## config.mk

```make
export PLATFORM = sky130hd
export DESIGN_NAME = matrix_addsub_seq_flat
export DESIGN_NICKNAME = d
export VERILOG_FILES = /design/src/rtl/matrix_addsub_seq_if.sv /design/src/rtl/matrix_addsub_seq.sv /design/src/flat_wrapper.sv
export SDC_FILE = /design/constraint.sdc
export NUM_CORES = 1
export LEC_CHECK = 0
export ABC_AREA = 1
export CAP_MARGIN = 15
export CORE_ASPECT_RATIO = 0.5
export CORE_UTILIZATION = 55
export CTS_CLUSTER_SIZE = 10
export DETAILED_ROUTE_END_ITERATION = 16
export DONT_BUFFER_PORTS = 1
export HOLD_SLACK_MARGIN = 0.15
export PLACE_DENSITY = 0.71
export SLEW_MARGIN = 25
export SYNTH_ARGS = -nofsm -noshare
export SYNTH_HDL_FRONTEND = slang
export SYNTH_SLANG_ARGS = --single-unit
```

## constraint.sdc

```tcl
create_clock -name clk -period 3.6 [get_ports clk]
set_input_delay 1.08 -clock clk [delete_from_list [all_inputs] [get_ports clk]]
set_output_delay 1.08 -clock clk [all_outputs]
set_load 0.03 [all_outputs]
```

## src/rtl/matrix_addsub_seq_if.sv

```systemverilog
// Handshake bundle for matrix_addsub_seq: operand side (in_*), result side (out_*),
// plus status. The master modport is the surrounding datapath; slave is the block.
interface matrix_addsub_seq_if #(
    parameter int W    = 3,
    parameter int ROWS = 2,
    parameter int COLS = 2
);
    localparam int N = ROWS * COLS;

    logic               in_valid;
    logic               in_ready;
    logic               mode;
    logic [N*W-1:0]     a_flat;
    logic [N*W-1:0]     b_flat;
    logic               out_valid;
    logic               out_ready;
    logic [N*(W+1)-1:0] c_flat;
    logic               msb_any;
    logic               busy;

    modport master (
        output in_valid, mode, a_flat, b_flat, out_ready,
        input  in_ready, out_valid, c_flat, msb_any, busy
    );

    modport slave (
        input  in_valid, mode, a_flat, b_flat, out_ready,
        output in_ready, out_valid, c_flat, msb_any, busy
    );
endinterface

```

## src/rtl/matrix_addsub_seq.sv

```systemverilog
// Sequential ROWS x COLS element-wise add/subtract: one element per clock through a
// single shared (W+1)-bit adder, result presented on a valid/ready handshake.
module matrix_addsub_seq #(
    parameter int W    = 3,
    parameter int ROWS = 2,
    parameter int COLS = 2
) (
    input logic                clk,
    input logic                rst,
    matrix_addsub_seq_if.slave bus
);
    localparam int N  = ROWS * COLS;
    localparam int IW = (N > 1) ? $clog2(N) : 1;
    localparam logic [IW-1:0] LAST = IW'(N - 1);

    typedef enum logic [1:0] {
        IDLE = 2'd0,
        RUN  = 2'd1,
        DONE = 2'd2
    } state_t;

    state_t             state_q, state_d;
    logic [IW-1:0]      idx_q, idx_d;
    logic [N*W-1:0]     a_q, a_d;
    logic [N*W-1:0]     b_q, b_d;
    logic               mode_q, mode_d;
    logic [N*(W+1)-1:0] c_q, c_d;
    logic               msb_q, msb_d;

    logic [W-1:0]       a_el;
    logic [W-1:0]       b_el;
    logic [W:0]         elem;

    always_comb begin
        a_el = a_q[int'(idx_q)*W +: W];
        b_el = b_q[int'(idx_q)*W +: W];
        // Inverting B over W+1 bits (not W) makes bit W the true sign of A-B.
        elem = {1'b0, a_el} + ({1'b0, b_el} ^ {(W+1){mode_q}}) + {{W{1'b0}}, mode_q};
    end

    always_comb begin
        state_d = state_q;
        idx_d   = idx_q;
        a_d     = a_q;
        b_d     = b_q;
        mode_d  = mode_q;
        c_d     = c_q;
        msb_d   = msb_q;
        unique case (state_q)
            IDLE: begin
                if (bus.in_valid) begin
                    a_d     = bus.a_flat;
                    b_d     = bus.b_flat;
                    mode_d  = bus.mode;
                    c_d     = '0;
                    msb_d   = 1'b0;
                    idx_d   = '0;
                    state_d = RUN;
                end
            end
            RUN: begin
                c_d[int'(idx_q)*(W+1) +: (W+1)] = elem;
                msb_d = msb_q | elem[W];
                if (idx_q == LAST) begin
                    state_d = DONE;
                end else begin
                    idx_d = idx_q + 1'b1;
                end
            end
            DONE: begin
                if (bus.out_ready) begin
                    state_d = IDLE;
                end
            end
            default: state_d = IDLE;
        endcase
    end

    always_ff @(posedge clk or posedge rst) begin
        if (rst) begin
            state_q <= IDLE;
            idx_q   <= '0;
            a_q     <= '0;
            b_q     <= '0;
            mode_q  <= 1'b0;
            c_q     <= '0;
            msb_q   <= 1'b0;
        end else begin
            state_q <= state_d;
            idx_q   <= idx_d;
            a_q     <= a_d;
            b_q     <= b_d;
            mode_q  <= mode_d;
            c_q     <= c_d;
            msb_q   <= msb_d;
        end
    end

    assign bus.in_ready  = (state_q == IDLE);
    assign bus.out_valid = (state_q == DONE);
    assign bus.busy      = (state_q != IDLE);
    assign bus.c_flat    = c_q;
    assign bus.msb_any   = msb_q;
endmodule

```

## src/flat_wrapper.sv

```systemverilog
// flat-port wrapper written by rule: the top's interface ports become plain ports
module matrix_addsub_seq_flat 
#(
    parameter int W    = 3,
    parameter int ROWS = 2,
    parameter int COLS = 2
)
  (clk, rst, bus_in_valid, bus_mode, bus_a_flat, bus_b_flat, bus_out_ready, bus_in_ready, bus_out_valid, bus_c_flat, bus_msb_any, bus_busy);
  matrix_addsub_seq_if #(.W(W), .ROWS(ROWS), .COLS(COLS)) bus_i ();
  input logic clk;
  input logic rst;
  input wire logic [$bits(bus_i.in_valid)-1:0] bus_in_valid;
  input wire logic [$bits(bus_i.mode)-1:0] bus_mode;
  input wire logic [$bits(bus_i.a_flat)-1:0] bus_a_flat;
  input wire logic [$bits(bus_i.b_flat)-1:0] bus_b_flat;
  input wire logic [$bits(bus_i.out_ready)-1:0] bus_out_ready;
  output wire logic [$bits(bus_i.in_ready)-1:0] bus_in_ready;
  output wire logic [$bits(bus_i.out_valid)-1:0] bus_out_valid;
  output wire logic [$bits(bus_i.c_flat)-1:0] bus_c_flat;
  output wire logic [$bits(bus_i.msb_any)-1:0] bus_msb_any;
  output wire logic [$bits(bus_i.busy)-1:0] bus_busy;
  assign bus_i.in_valid = bus_in_valid;
  assign bus_i.mode = bus_mode;
  assign bus_i.a_flat = bus_a_flat;
  assign bus_i.b_flat = bus_b_flat;
  assign bus_i.out_ready = bus_out_ready;
  assign bus_in_ready = bus_i.in_ready;
  assign bus_out_valid = bus_i.out_valid;
  assign bus_c_flat = bus_i.c_flat;
  assign bus_msb_any = bus_i.msb_any;
  assign bus_busy = bus_i.busy;
  matrix_addsub_seq #(.W(W), .ROWS(ROWS), .COLS(COLS)) u_core (.clk(clk), .rst(rst), .bus(bus_i));
endmodule
```

---- Word level (Yosys, flattened, before mapping) ----
Index checks and enable logic that the tools add are counted.
storage, ports and cells
  bits in registers ....................... 46
  input port bits ......................... 29
  word-level logic and storage cells ...... 44
  output and inout bits ................... 20
cells by class
  $add $sub $neg .......................... 4
  equality and inequality tests ........... 7
  bitwise gates (word level) .............. 2
  reduce and logical (&&, ||, !) cells .... 7
  $mul .................................... 1
  shift-type cells ........................ 4
  mux-type cells .......................... 12
operators with widths
  operator                                                                 count
  4-bit negator with 33-bit output                                         1
  4-bit by 33-bit variable shift with 16-bit output, first input constant  1
  4-bit by 33-bit indexed part select with 16-bit output                   1
  16-bit one-hot mux with 2 select lines                                   1
  12-bit by 32-bit indexed part select with 3-bit output                   1
  16-bit bitwise mux                                                       1
  16-bit two-way mux                                                       1
  12-bit by 5-bit indexed part select with 3-bit output                    1
  2-bit two-way mux                                                        5
  2-bit != test, second input constant                                     3
  2-bit one-hot mux with 3 select lines                                    1
  3-bit AND reduction                                                      2
  3-bit by 4-bit adder with 4-bit output                                   1
  4-bit by 1-bit adder with 4-bit output                                   1
  2-bit equality test, second input constant                               2
  2-bit by 2-bit multiplier with 4-bit output, second input constant       1
  2-bit one-hot mux with 2 select lines                                    1
  2-bit AND reduction                                                      2
  2-bit nonzero test                                                       2
  3-bit by 4-bit bitwise XOR with 4-bit output                             1
  2-bit by 1-bit adder with 2-bit output, second input constant            1
  2-bit by 1-bit equality test with 1-bit output, second input constant    1
  2-bit logical NOT                                                        1
  2-bit by 1-bit != test with 1-bit output, second input constant          1
  other kinds (3)                                                          3

---- Longest topological paths before layout ----
  depth after elaboration ................. 8
  gate-level depth with buffers ........... 15
  gate-level depth less buffers ........... 14

---- Worst setup path before layout ----
No wires, ideal clock.
  path type ............................... reg2out
  start ................................... register u_core.state_q[0]
  end ..................................... output bus_busy
  setup slack ............................. 1.364 ns
  required time ........................... 2.520 ns
  arrival time ............................ 1.156 ns
  cell stages (with the launch flop) ...... 3
  cells stage by stage .................... dfrtp_1 nor2_1 inv_1
between the ends
  longest elaborated chain between the ends .. 1
RTL lines
  item                    line                      source
  start, declared         matrix_addsub_seq.sv:22   state_t state_q, state_d;
  start signal, assigned  matrix_addsub_seq.sv:89   state_q <= state_d;
  2-bit nonzero test      matrix_addsub_seq.sv:101  assign bus.busy = (state_q != IDLE);
  end, declared           flat_wrapper.sv:21        output wire logic [$bits(bus_i.busy)-1:0] bus_busy;
Every way passes these cells.

---- Worst setup path after layout ----
  start ................................... register u_core.idx_q[0]
  end ..................................... register u_core.c_q[7] (netlist: u_core.bus.c_flat[7])
between the ends
  longest elaborated chain between the ends .. 8
  elaborated cells on any way between the ends .. 11
  those cells by class .................... add/sub (3); mul (1); shift (4); mux (2); bitwise (1)
RTL lines
  item                                                    line                                              source
  start, declared                                         matrix_addsub_seq.sv:23                           logic [IW-1:0] idx_q, idx_d;
  start signal, assigned                                  matrix_addsub_seq.sv:90                           idx_q <= idx_d;
  2-bit by 2-bit multiplier with 4-bit output             matrix_addsub_seq.sv:35, matrix_addsub_seq.sv:36
  12-bit by 32-bit indexed part select with 3-bit output  matrix_addsub_seq.sv:36                           b_el = b_q[int'(idx_q)*W +: W];
  3-bit by 4-bit bitwise XOR with 4-bit output            matrix_addsub_seq.sv:38                           elem = {1'b0, a_el} + ({1'b0, b_el} ^ {(W+1){mode_q}}) + {{W{1'b0}}, mode_q};
  3-bit by 4-bit adder with 4-bit output                  matrix_addsub_seq.sv:38
  4-bit by 1-bit adder with 4-bit output                  matrix_addsub_seq.sv:38
  4-bit by 33-bit indexed part select with 16-bit output  matrix_addsub_seq.sv:62                           c_d[int'(idx_q)*(W+1) +: (W+1)] = elem;
  16-bit bitwise mux (*)                                  matrix_addsub_seq.sv:62
  16-bit one-hot mux with 2 select lines (*)              matrix_addsub_seq.sv:49                           unique case (state_q)
  end signal, assigned                                    matrix_addsub_seq.sv:86                           c_q <= '0;
  end signal, assigned                                    matrix_addsub_seq.sv:94                           c_q <= c_d;
  end, declared                                           matrix_addsub_seq.sv:27                           logic [N*(W+1)-1:0] c_q, c_d;
Mark *: on every way between the ends. The rest lies on a longest branch, timed or not.
A chain may end at the register's enable or synchronous reset.

==> run metrics <==
Row Count=16; first-pass GRT wire length=7400 um; WP data arrival=2.99 ns; clock-pin slew on the worst setup and hold paths=0.09 ns; Worst R2R Path Depth=14; root buffer cell=clkbuf_8; outcome=complete, no violations; Area Growth Syn to Fin=5.59%; Critical Path Start Type=register; Max stage delay cell, worst path=dfrtp_1; most frequent cell on the critical path=nand2_1; largest net degree at the start of global routing=26; Placed Instances=325; Clk Latency, worst-skew pair=0.30 ns; Worst Setup EP=u_core.bus.c_flat[7]; Max Slew Vio Count=0; Port Buffer Count=0; wire length per cell=13.8 um; CTS tree=built; GPL Wtd Cong=0.870; dpl hpwl=3420 um; Core Util, Final=60.9%; pwr/cell area=1050 nW/um2; Ports=49; Mapped Avg Cell Area=8.17 um2; DIE AREA=4390 um2; die height=47.4 um; initial antenna violation count=0; CORE AREA=3920 um2; post-route ant nets=0; Starting Density=57.7%; gr usage total=22.9%; Setup CP Type=register to register; actual slew at the worst max-slew pin=0.862 ns; Final nets=314; vias in the first global route=1,560; Hold Vio Cnt, Final=0; sequential area share after synthesis=50.9%; hold buffers post-CTS=0; worst path cell trace=inv_2 > nand2_1 > a32o_1 > xor2_1 > inv_1 > ha_1 > nand2_1 > inv_1 > nand3_2 > nand2_1 > nand2_2 > nand2_4 > nand4_1 > nand2_1; Peak supply drop=0.000381 V; Synth Register Bits=46; Max Clk Rate=363 MHz; Worst slew margin=42.2%; clock sinks=46; Critical Path End Type=register; number of H-tree levels=2; Final Cell Area=2390 um2; routed wire length=4610 um; r2r setup slk=0.85 ns; Max-cap violations=0; CP Max Fanout=23; post_cts resized=0; hold crit path type=register to register; Remaining DRCs=0; max incr delay on CP=0.83 ns; post-CTS setup repair buffer count=0; Die Width=92.7 um; synth unique cells=25; TritonCTS Buffers=5; Synthesis Warnings=0; Setup crit start=u_core.idx_q[0]; Mapped Cells=277; Hold WS=0.489 ns; grt ovf=0; hold path depth=2; fillers=356; Net Count, Synth=313; DRT iter0 DRCs=65; Worst Path Required=3.84 ns; most common cell after layout, fill and taps aside=nand2_1; commonest cells after routing, fill and taps aside=113 x nand2_1, 46 x dfrtp_1, 24 x inv_1, 24 x o21ai_0; RSZ-0062 raised after global routing=no; clock skew=0.00543 ns; Via density=5.18; Setup TNS=0 ns; Final Critical Period=2.75 ns; Setup Viol. Count Final=0; vias=1,725; Inserted Diodes=0; leakage power=1.23 nW; Pre-antenna DRT Iters=4; Non-Filler Instances=333; share of cells above drive strength 1=7.89%; placed cell area=2300 um2; Tcrit/Tclk final=76.5%; Max Buffers Root-to-Sink=2; area of the mapped netlist=2260 um2; Critical R2R Capture=u_core.bus.c_flat[7]; R2R Path Start=u_core.idx_q[0]
-- per-stage QoR --
step / setup slack, ns / total power (W)
3_5_place_dp: 0.876 / 0.00218
4_1_cts: 0.850 / 0.00252
2_1_floorplan: 1.36 / 0.00194
6_report: 0.846 / 0.00250
5_1_grt: 0.596 / 0.00272
3_3_place_gp: 0.992 / 0.00214
-- cell usage after synthesis --
cell	number	area (um2)
o21ai_1	1	5.00
fa_1	1	20.0
nand2_2	2	12.5
o22ai_1	2	12.5
inv_1	25	93.8
nor4_4	1	21.3
buf_2	5	25.0
o21ai_2	2	17.5
clkbuf_1	2	7.51
inv_2	3	11.3
nand3_1	12	60.1
xor2_1	3	26.3
buf_6	2	22.5
o31ai_1	1	7.51
nor2_1	12	45.0
nand4_1	3	18.8
nand2_1	113	424
a21oi_1	5	25.0
o21ai_0	24	120
nand3_2	3	30.0
a32o_1	1	10.0
nand2_4	1	11.3
dfrtp_1	46	1150
a32oi_1	1	8.76
ha_1	6	75.1
-- cell type report --
class                           instances  area [um2]  area share (%)
Clock buffer                            7        86.3            3.61
Clock inverter                          1        5.00           0.210
Inverter                               28         105            4.40
Multi-Input combinational cell        194         951            39.8
Sequential cell                        46        1150            48.2
Tap cell                               54        67.6            2.83
Timing Repair Buffer                    3        22.5           0.943
-- routing by layer --
metal | global-route usage, % | up-vias | routed length, um
li1 | - | 869 | -
met1 | 31.3 | 803 | 2290
met2 | 35.0 | 50 | 1990
met3 | 8.41 | 3 | 306
met4 | 6.15 | 0 | 17
met5 | 0 | - | 0
-- kinds of logic (layout without fill, tap and decap cells) --
kind of cell,Yosys count,count (layout),synth area share [%]
xor gates and xnor gates,3,3,1.16
AOI/OAI and AO/OA,37,37,9.13
and+or+nand+nor,147,147,27.5
adders and majority gates,7,7,4.20
buffers and inverters,37,39,7.08
DFF,46,46,50.9
-- how the worst min path moves through the flow --
stage | end | slack (ns) | start
4_1_cts | u_core.b_q[8] | 0.49 | u_core.b_q[8]
3_3_place_gp | u_core.b_q[7] | 0.47 | u_core.b_q[7]
3_5_place_dp | u_core.b_q[8] | 0.47 | u_core.b_q[8]
5_1_grt | u_core.b_q[8] | 0.52 | u_core.b_q[8]
2_1_floorplan | u_core.a_q[8] | 0.44 | u_core.a_q[8]
6_report | u_core.b_q[8] | 0.49 | u_core.b_q[8]
-- state kept, by name (all words and copies together), names as in the netlist --
signal	count
u_core.b_q	12
u_core.mode_q	1
u_core.a_q	12
u_core.bus.c_flat	16
u_core.idx_q	2
u_core.state_q	2
u_core.bus.msb_any	1
-- report_power, final --
part	internal, W	switching [W]	total [W]
registers	0.000717	0.000272	0.000990
clock network	0.000155	0.000173	0.000328
logic	0.000399	0.000788	0.00119
total	0.00127	0.00123	0.00250
-- worst max-delay path: cells and delay by family (launching register included) --
kind	cells	cell delay (ns)
buffers and inverters	3	0.43
xor gates and xnor gates	1	0.25
AOI/OAI and AO/OA	1	0.18
and+or+nand+nor	8	0.69
adders and majority gates	1	0.27
DFF	1	0.83
No activity file was read; power rests on OpenSTA's default activity.
